File: config.mk
export PLATFORM = sky130hd
export DESIGN_NAME = epsilon_greedy_fx
export DESIGN_NICKNAME = d
export VERILOG_FILES = /design/src/rtl/epsilon_greedy_pkg.sv /design/src/rtl/lfsr32_galois.sv /design/src/rtl/epsilon_greedy_fx.sv
export SDC_FILE = /design/constraint.sdc
export NUM_CORES = 1
export LEC_CHECK = 0
export ABC_AREA = 1
export BUFFER_PORTS_ARGS = -buffer_cell sky130_fd_sc_hd__buf_2
export CAP_MARGIN = 20
export CORE_MARGIN = 3
export CORE_UTILIZATION = 40
export CTS_CLUSTER_DIAMETER = 40
export DETAILED_ROUTE_END_ITERATION = 7
export GPL_ROUTABILITY_DRIVEN = 0
export HOLD_SLACK_MARGIN = 0.06
export PLACE_DENSITY_LB_ADDON = 0.15
export SKIP_LAST_GASP = 1
export SLEW_MARGIN = 10
export SYNTH_ARGS = -nofsm -noshare
export SYNTH_HDL_FRONTEND = slang
export SYNTH_SLANG_ARGS = --single-unit
export TNS_END_PERCENT = 30
File: constraint.sdc
create_clock -name clk -period 6.9 [get_ports clk]
set_clock_uncertainty 0.15 [all_clocks]
set_input_delay 0.345 -clock clk [delete_from_list [all_inputs] [get_ports clk]]
set_output_delay 0.345 -clock clk [all_outputs]
set_load 0.01 [all_outputs]
File: src/rtl/epsilon_greedy_pkg.sv
// Shared types and defaults for the epsilon-greedy action selector.
package epsilon_greedy_pkg;

  typedef enum logic [1:0] {
    IDLE   = 2'd0,
    DECIDE = 2'd1,
    OUT    = 2'd2
  } state_e;

  // Right-shifting Galois mask for x^32 + x^22 + x^2 + x + 1
  localparam logic [31:0] LFSR_TAPS = 32'h8020_0003;

  localparam logic [31:0] LFSR_SEED_DEF = 32'hACE1_2468;
  localparam logic [15:0] EPS_INIT_DEF  = 16'hFFFF;
  localparam logic [15:0] EPS_DECAY_DEF = 16'hFF3B;
  localparam logic [15:0] EPS_MIN_DEF   = 16'h028F;

endpackage

File: src/rtl/lfsr32_galois.sv
// 32-bit Galois LFSR that steps only when asked, so a model can track it exactly.
module lfsr32_galois
  import epsilon_greedy_pkg::*;
#(
  parameter logic [31:0] SEED = LFSR_SEED_DEF
) (
  input  logic        clk,
  input  logic        rst_n,
  input  logic        i_advance,
  output logic [31:0] o_state
);

  // An all-zero state would lock up the register
  localparam logic [31:0] SEED_NZ = (SEED == 32'd0) ? 32'd1 : SEED;

  logic [31:0] state_q, state_d;

  always_comb begin
    state_d = state_q;
    if (i_advance)
      state_d = {1'b0, state_q[31:1]} ^ (state_q[0] ? LFSR_TAPS : 32'd0);
  end

  always_ff @(posedge clk or negedge rst_n) begin
    if (!rst_n) state_q <= SEED_NZ;
    else        state_q <= state_d;
  end

  assign o_state = state_q;

endmodule

File: src/rtl/epsilon_greedy_fx.sv
// Epsilon-greedy action selector: swaps the greedy action for a uniform random
// one with probability epsilon in train mode; epsilon decays and is loadable.
module epsilon_greedy_fx
  import epsilon_greedy_pkg::*;
#(
  parameter int                    NUM_ACTIONS  = 3,
  parameter int                    ACTION_WIDTH = 2,
  parameter int                    EPS_WIDTH    = 16,
  parameter logic [EPS_WIDTH-1:0]  EPS_INIT     = EPS_INIT_DEF,
  parameter logic [EPS_WIDTH-1:0]  EPS_DECAY    = EPS_DECAY_DEF,
  parameter logic [EPS_WIDTH-1:0]  EPS_MIN      = EPS_MIN_DEF,
  parameter logic [31:0]           LFSR_SEED    = LFSR_SEED_DEF
) (
  input  logic                    clk,
  input  logic                    rst_n,
  input  logic                    i_valid,
  output logic                    i_ready,
  input  logic [ACTION_WIDTH-1:0] i_action_predict,
  input  logic                    i_train_mode,
  input  logic                    i_decay,
  input  logic                    i_eps_load,
  input  logic [EPS_WIDTH-1:0]    i_eps_value,
  output logic                    o_valid,
  input  logic                    o_ready,
  output logic [ACTION_WIDTH-1:0] o_action,
  output logic                    o_explored,
  output logic [EPS_WIDTH-1:0]    o_epsilon
);

  localparam logic [ACTION_WIDTH-1:0] MAX_ACT = ACTION_WIDTH'(NUM_ACTIONS - 1);
  localparam int                      RW      = 16 + ACTION_WIDTH;

  state_e                  state_q;
  logic [ACTION_WIDTH-1:0] pred_q, action_q;
  logic                    train_q, explored_q, valid_q;
  logic [EPS_WIDTH-1:0]    eps_q, eps_d;
  logic [31:0]             r;

  wire accept = (state_q == IDLE) && i_valid;

  lfsr32_galois #(.SEED(LFSR_SEED)) u_lfsr (
    .clk       (clk),
    .rst_n     (rst_n),
    .i_advance (accept),
    .o_state   (r)
  );

  // Multiply-shift maps the top 16 random bits onto 0..NUM_ACTIONS-1 directly
  logic [RW-1:0]           rnd_prod;
  logic [ACTION_WIDTH-1:0] rnd_act, pred_clamped;
  logic                    explore;

  assign rnd_prod     = RW'(r[31:16]) * RW'(NUM_ACTIONS);
  assign rnd_act      = ACTION_WIDTH'(rnd_prod >> 16);
  assign pred_clamped = (pred_q > MAX_ACT) ? MAX_ACT : pred_q;
  assign explore      = train_q && (r[EPS_WIDTH-1:0] < eps_q);

  always_ff @(posedge clk or negedge rst_n) begin
    if (!rst_n) begin
      state_q    <= IDLE;
      pred_q     <= '0;
      train_q    <= 1'b0;
      action_q   <= '0;
      explored_q <= 1'b0;
      valid_q    <= 1'b0;
    end else begin
      case (state_q)
        IDLE: if (i_valid) begin
          pred_q  <= i_action_predict;
          train_q <= i_train_mode;
          state_q <= DECIDE;
        end
        DECIDE: begin
          action_q   <= explore ? rnd_act : pred_clamped;
          explored_q <= explore;
          valid_q    <= 1'b1;
          state_q    <= OUT;
        end
        OUT: if (o_ready) begin
          valid_q <= 1'b0;
          state_q <= IDLE;
        end
        default: state_q <= IDLE;
      endcase
    end
  end

  // Load has priority over decay; decay result never falls below EPS_MIN
  logic [2*EPS_WIDTH-1:0] dprod;
  logic [EPS_WIDTH-1:0]   p;

  assign dprod = {{EPS_WIDTH{1'b0}}, eps_q} * {{EPS_WIDTH{1'b0}}, EPS_DECAY};
  assign p     = EPS_WIDTH'(dprod >> EPS_WIDTH);

  always_comb begin
    eps_d = eps_q;
    if (i_eps_load)   eps_d = i_eps_value;
    else if (i_decay) eps_d = (p < EPS_MIN) ? EPS_MIN : p;
  end

  always_ff @(posedge clk or negedge rst_n) begin
    if (!rst_n) eps_q <= EPS_INIT;
    else        eps_q <= eps_d;
  end

  assign i_ready    = (state_q == IDLE);
  assign o_valid    = valid_q;
  assign o_action   = action_q;
  assign o_explored = explored_q;
  assign o_epsilon  = eps_q;

endmodule

==> results of run 1 <==
layout by cell type, fill, tap and decap left out, types with 2 or more instances in the layout:
master,Yosys,layout
nand2_2,13,13
dlygate4sd3_1,0,2
dfstp_2,29,29
o21bai_1,2,2
inv_2,8,8
nor2_1,70,70
dfrtp_1,28,28
xor2_1,8,8
nand3b_1,3,3
inv_1,299,299
o21ai_0,47,47
nor3_1,6,6
a22oi_1,5,5
a21oi_2,3,3
ha_1,153,153
o21ai_1,2,2
a21o_1,3,3
nor3_2,3,3
buf_2,0,45
nand4_1,10,10
o211ai_1,7,7
clkbuf_16,0,9
nand3_2,4,4
nand2_1,280,280
clkinv_2,0,2
a21oi_1,41,41
fa_1,128,128
nor2_2,6,6
bufinv_16,0,2
buf_4,0,6
nand3_1,29,29
xnor2_1,4,4
cells in the mapped netlist (5+ instances only):
master | count | area, um2
inv_1 | 299 | 1120
o21ai_0 | 47 | 235
dfstp_2 | 29 | 762
xor2_1 | 8 | 70.1
a22oi_1 | 5 | 37.5
nand4_1 | 10 | 62.6
nand3_1 | 29 | 145
inv_2 | 8 | 30.0
nor2_2 | 6 | 37.5
nand2_2 | 13 | 81.3
clkbuf_1 | 10 | 37.5
fa_1 | 128 | 2560
ha_1 | 153 | 1910
nor2_1 | 70 | 263
nand2_1 | 280 | 1050
nor3_1 | 6 | 30.0
o211ai_1 | 7 | 52.6
a21oi_1 | 41 | 205
dfrtp_1 | 28 | 701
layer usage:
layer | routed length, um | track usage (%) | vias up | part of all wire [%]
met2 | 11100 | 31.2 | 135 | 45
met5 | 0 | 0 | - | 0
li1 | - | - | 3805 | -
met3 | 932 | 2.88 | 18 | 3.8
met4 | 330 | 4.07 | 0 | 1.3
met1 | 12100 | 29.1 | 3548 | 49
sequential cells by signal, indices dropped and copies added, names as in the netlist:
| name | cells |
|---|---|
| u_lfsr.o_state | 32 |
| train_q | 1 |
| o_action | 2 |
| pred_q | 2 |
| state_q | 2 |
| o_valid | 1 |
| o_epsilon | 16 |
| o_explored | 1 |
per-stage QoR:
stage / hold WS, ps / worst slack (ps)
2_1_floorplan: -101 / 1150
6_report: 72.7 / 518
5_1_grt: 78.3 / 41.1
3_5_place_dp: 315 / 516
4_1_cts: 66.1 / 501
3_3_place_gp: 313 / 527
path summary, 6_finish.rpt:
path	endpoint
max reg2reg	o_epsilon[2]$_DFFE_PN1P_
min reg2reg	o_action[1]$_DFFE_PN0P_
max	o_epsilon[2]$_DFFE_PN1P_
min in group asynchronous	u_lfsr.o_state[28]$_DFFE_PN0P_
min	pred_q[1]$_DFFE_PN0P_
max in group asynchronous	o_action[0]$_DFFE_PN0P_
tightest hold or removal path: cells and delay by family:
family / cells / cell delay, ps
buf+inv: 1 / 80
compound gates: 1 / 60
simple gates: 1 / 40
area by class of cell:
class / instances / area share (%)
multi-input combinational: 836 / 66.0
sequential: 57 / 13.7
inverter: 307 / 10.8
tap: 319 / 3.74
timing repair buffer: 53 / 2.72
clock buffer: 11 / 2.28
clock inverter: 5 / 0.739
logic make-up after synthesis:
family / Yosys count / synth area share (%)
AO/OA/AOI/OAI: 114 / 6.74
adder cells (fa/ha/maj): 281 / 46.2
flip-flops: 57 / 15.1
XOR/XNOR: 12 / 1.08
AND/OR/NAND/NOR: 429 / 18.6
buffers and inverters: 317 / 12.3
==> results.md, run 1 <==
* Hold path depth at 3
* EDFF count, synth at 0
* Row count at 56
* Clock-pin slew on the worst setup and hold paths at around 50 ps
* WP data arrival at 6510 ps
* Buf+Inv Stages, Crit Path at 5
* Hold Fails Final Rpt at 0
* CTS H-tree depth at 3
* DRT antenna net count at 0
* Max Slew Vio Count at 0
* CORE AREA at around 24000 um2
* Total grt overflow at 0
* R2r startpoint: o_epsilon[5]$_DFFE_PN1P_
* Fin util at 45.2%
* Nets at 1570
* Top cell by count, worst path: nand2_1
* Syn nets at 1516
* Post-DP HPWL at 21.0 mm
* Setup CP Type: register to register
* CP Launch Type: register
* Non-Filler Instances at 1588
* CP max stage delay at 730 ps
* Worst R2R Path Depth at 26
* Final setup vio count at 0
* Post-synth cell types at 36
* RSZ-0062 raised after global routing: false
* Hold WC Path Type: primary input to register
* Initial antenna violation count at 0
* Hold_buf cts at 2
* Worst Max-Slew Pin Slew at a little over 900 ps
* # fillers at 2428
* Wire length of the first global-routing pass at approximately 41 mm
* Vias at 7506
* DP Area at between 10000 and 15000 um2
* Number of max-cap violations at 0
* Post-CTS sizing at 0
* YS warnings at 0
* Postcts setup bufs at 0
* Crit-path leading delay family: adder cells
* Number of CTS-inserted buffers at 9
* Synth Register Bits at 57
* Critical Path RT at 7030 ps
* CP Capture Type: register
* Vias/cell at 4.73
* # DRC at 0
* Post-synth ARST share at 100%
* Vias in the first global route at about 7500
* CTS tree: yes
* Gate Count Post-Synth at between 1000 and 1500
* Drt total wl at 24.5 mm
* Proportion of layout cells with a drive suffix above 1 at a little over a tenth
* Seq/Total Area, Yosys at between 10% and 20%
* Initial core utilization at 41.0%
* Area growth, synth to finish at 10.0%
* # port buffers at 45
* Design area at around 11000 um2
* Reg-to-reg slack, setup at between 500 and 600 ps
* Hold_sp: i_action_predict[1]
* GRT Overall Usage at 19.8%
* Period utilization at 92.5%
* Longest Clk Path Bufs at 2
* Root buffer cell: clkbuf_16
* Diodes inserted at 0
* Die X at 162 um
* Crit path max fanout at 10
* Fmax at 157 MHz
* Drt wl/cell at 15.4 um
* Launch point of the worst path: o_epsilon[5]$_DFFE_PN1P_
* Die ar. at between 20000 and 30000 um2
* Mapped Area at between 9000 and 10000 um2
* Rel. slew slack at 39.0%
* Slowest-stage cell, CP: dfstp_2
* Drt first pass iters at 4
* Die height at 162 um
* WP depth at 26
* Iter 0 DRT Violations at 388
* IO Pins at 46
* Status: finished, final reports clean
* Mapped Avg Cell Area at 8.01 um2
* Ys flop type: dfstp_2
* Clk sinks at 57
* Setup TNS at 0 ps
* FF/Latch Area at 1460 um2
* Largest net degree at the start of global routing at 58
* Multi-input combinational cell area at between 7000 and 8000 um2
* Worst-Skew Late Latency at around 340 ps
* Placed insts at 1570
* Final min period at 6380 ps
Power of run 1 is not shown: default switching activity piles up to over one toggle a cycle in this logic, so the estimate is an artifact.
==> inputs of run 2 (changes only) <==
CORE_ASPECT_RATIO = 1.4   (was default)
clock period = 7.5 ns   (was 6.9 ns; I/O delays follow)
==> run 2 against run 1 <==
Against the previous run:
- sequential share of layout area is 0.094 points higher
- count of clock-buffer cells in the layout rose by 1
- register-to-register slack gained 420 ps
- core utilization shrank 0.16 points
- critical path depth did not move
- setup slack better by 420 ps
- global-route usage grew 1.1 points
- via count is 0.44% higher
- final cell count is 1.1% lower
- non-clock buffer count fell by 5
- die area barely moved
- flip-flop and latch count did not move
- critical path type unchanged
- largest cell class unchanged
==> results.md, run 2 (synthesized netlist as in run 1, its figures left out) <==
* Setup CP Type: register to register
* CORE AREA at 23500 um2 (-0.33%)
* Die X at 138 um (-15%)
* Clk sinks at 57 (unchanged)
* WP data arrival at 6680 ps (+170 ps)
* Final Worst Setup Slack at 939 ps (+421 ps)
* Number of CTS-inserted buffers at 9 (unchanged)
* Slowest-stage cell, CP: dfstp_2
* Post-place setup slack at 948 ps (+432 ps)
* Hold WC Path Type: primary input to asynchronous set/reset pin
* Post-CTS sizing at 0 (unchanged)
* Drt first pass iters at 5 (+1)
* Iter 0 DRT Violations at 274 (-29%)
* # port buffers at 45 (unchanged)
* Hold Fails Final Rpt at 0 (unchanged)
* Nets at 1565 (-0.32%)
* Drt wl/cell at 16.3 um (+6.0%)
* Post-DP HPWL at 22.0 mm (+4.9%)
* Longest Clk Path Bufs at 2 (unchanged)
* Postcts setup bufs at 0 (unchanged)
* Buf+Inv Stages, Crit Path at 4 (-1)
* RSZ-0062 raised after global routing: false
* Vias at 7539 (+0.44%)
* Clock-pin slew on the worst setup and hold paths at 50 ps (about the same)
* Commonest non-fill, non-tap cells in the layout: inv_1, nand2_1, ha_1
* IO Pins at 46 (unchanged)
* Final setup vio count at 0 (unchanged)
* Die ar. at 26200 um2 (about the same)
* Vias in the first global route at 8063 (+7.2%)
* Max reg flops at 32 (unchanged)
* Hold_buf cts at 0 (-2)
* Area growth, synth to finish at 9.30%
* Drt total wl at 25.7 mm (+4.8%)
* GRT Overall Usage at 20.8% (+1.1 points)
* Top cell by count, worst path: nand2_1
* Row count at 66 (+18%)
* Root buffer cell: clkbuf_16
* Proportion of layout cells with a drive suffix above 1 at 10.6% (-0.19 points)
* DRT antenna net count at 0 (unchanged)
* CP Capture Type: register
* CP Launch Type: register
* CTS H-tree depth at 3 (unchanged)
* Critical Path RT at 7620 ps (+590 ps)
* Vias/cell at 4.80 (+1.6%)
* Max Slew Vio Count at 0 (unchanged)
* Largest net degree at the start of global routing at 58 (unchanged)
* Worst-Skew Late Latency at 330 ps (about the same)
* Die height at 190 um (+18%)
* Crit path max fanout at 9 (-1)
* Status: finished, final reports clean
* Period utilization at 87.5% (-5.0 points)
* Fmax at 152 MHz (-2.7%)
* Setup TNS at 0 ps (unchanged)
* Commonest non-fill, non-tap cell in the layout: inv_1
* CTS tree: yes
* Diodes inserted at 0 (unchanged)
* Wire length of the first global-routing pass at 41.8 mm (+3.1%)
* Final min period at 6560 ps (+179 ps)
* Worst Max-Slew Pin Slew at 873 ps (-40.8 ps)
* # DRC at 0 (unchanged)
* Rel. slew slack at 41.7% (+2.7 points)
* CP max stage delay at 660 ps (-70 ps)
* Initial core utilization at 41.2% (+0.14 points)
* Number of max-cap violations at 0 (unchanged)
* Initial antenna violation count at 0 (unchanged)
* Crit-path leading delay family: adder cells
* Total grt overflow at 0 (unchanged)
[run 2: metrics by stage]
step,utilization (%),std cells,hold WS [ps],instance area [um2]
6_report,45.0,1570,28.1,10600
5_1_grt,45.0,1570,92.8,10600
4_1_cts,45.0,1570,78.0,10600
2_1_floorplan,-,1210,-70.6,9690
3_3_place_gp,43.7,1554,311,10300
3_5_place_dp,43.7,1554,311,10300
[run 2: final timing paths]
kind,startpoint,end,slack [ps],cells past startpoint
min in group clk,i_action_predict[0],pred_q[0]$_DFFE_PN0P_,100,3
worst max-delay path,o_epsilon[3]$_DFFE_PN1P_,o_epsilon[7]$_DFFE_PN1P_,940,26
worst min-delay path,rst_n,u_lfsr.o_state[28]$_DFFE_PN0P_,30,2
worst max register to register,o_epsilon[3]$_DFFE_PN1P_,o_epsilon[7]$_DFFE_PN1P_,940,26
worst min register to register,o_action[0]$_DFFE_PN0P_,o_action[0]$_DFFE_PN0P_,320,2
max in group asynchronous,rst_n,o_action[1]$_DFFE_PN0P_,6670,2
[run 2: final cells by class]
type,count,area [um2]
fill,2457,12900
multi-input combinational,836,7040
sequential,57,1460
inverter,307,1150
tap,306,383
clock buffer,12,256
timing repair buffer,48,248
clock inverter,4,51.3
[run 2: layer usage]
metal / vias up / track usage (%) / share of wire, % / wire (um)
met5: - / 0 / 0 / 0
met4: 0 / 6.84 / 3.1 / 805
met3: 35 / 1.35 / 2.6 / 667
met2: 133 / 38.3 / 53 / 13600
met1: 3589 / 25.5 / 41 / 10600
li1: 3782 / - / - / -
Power of run 2 is left out for the same reason.
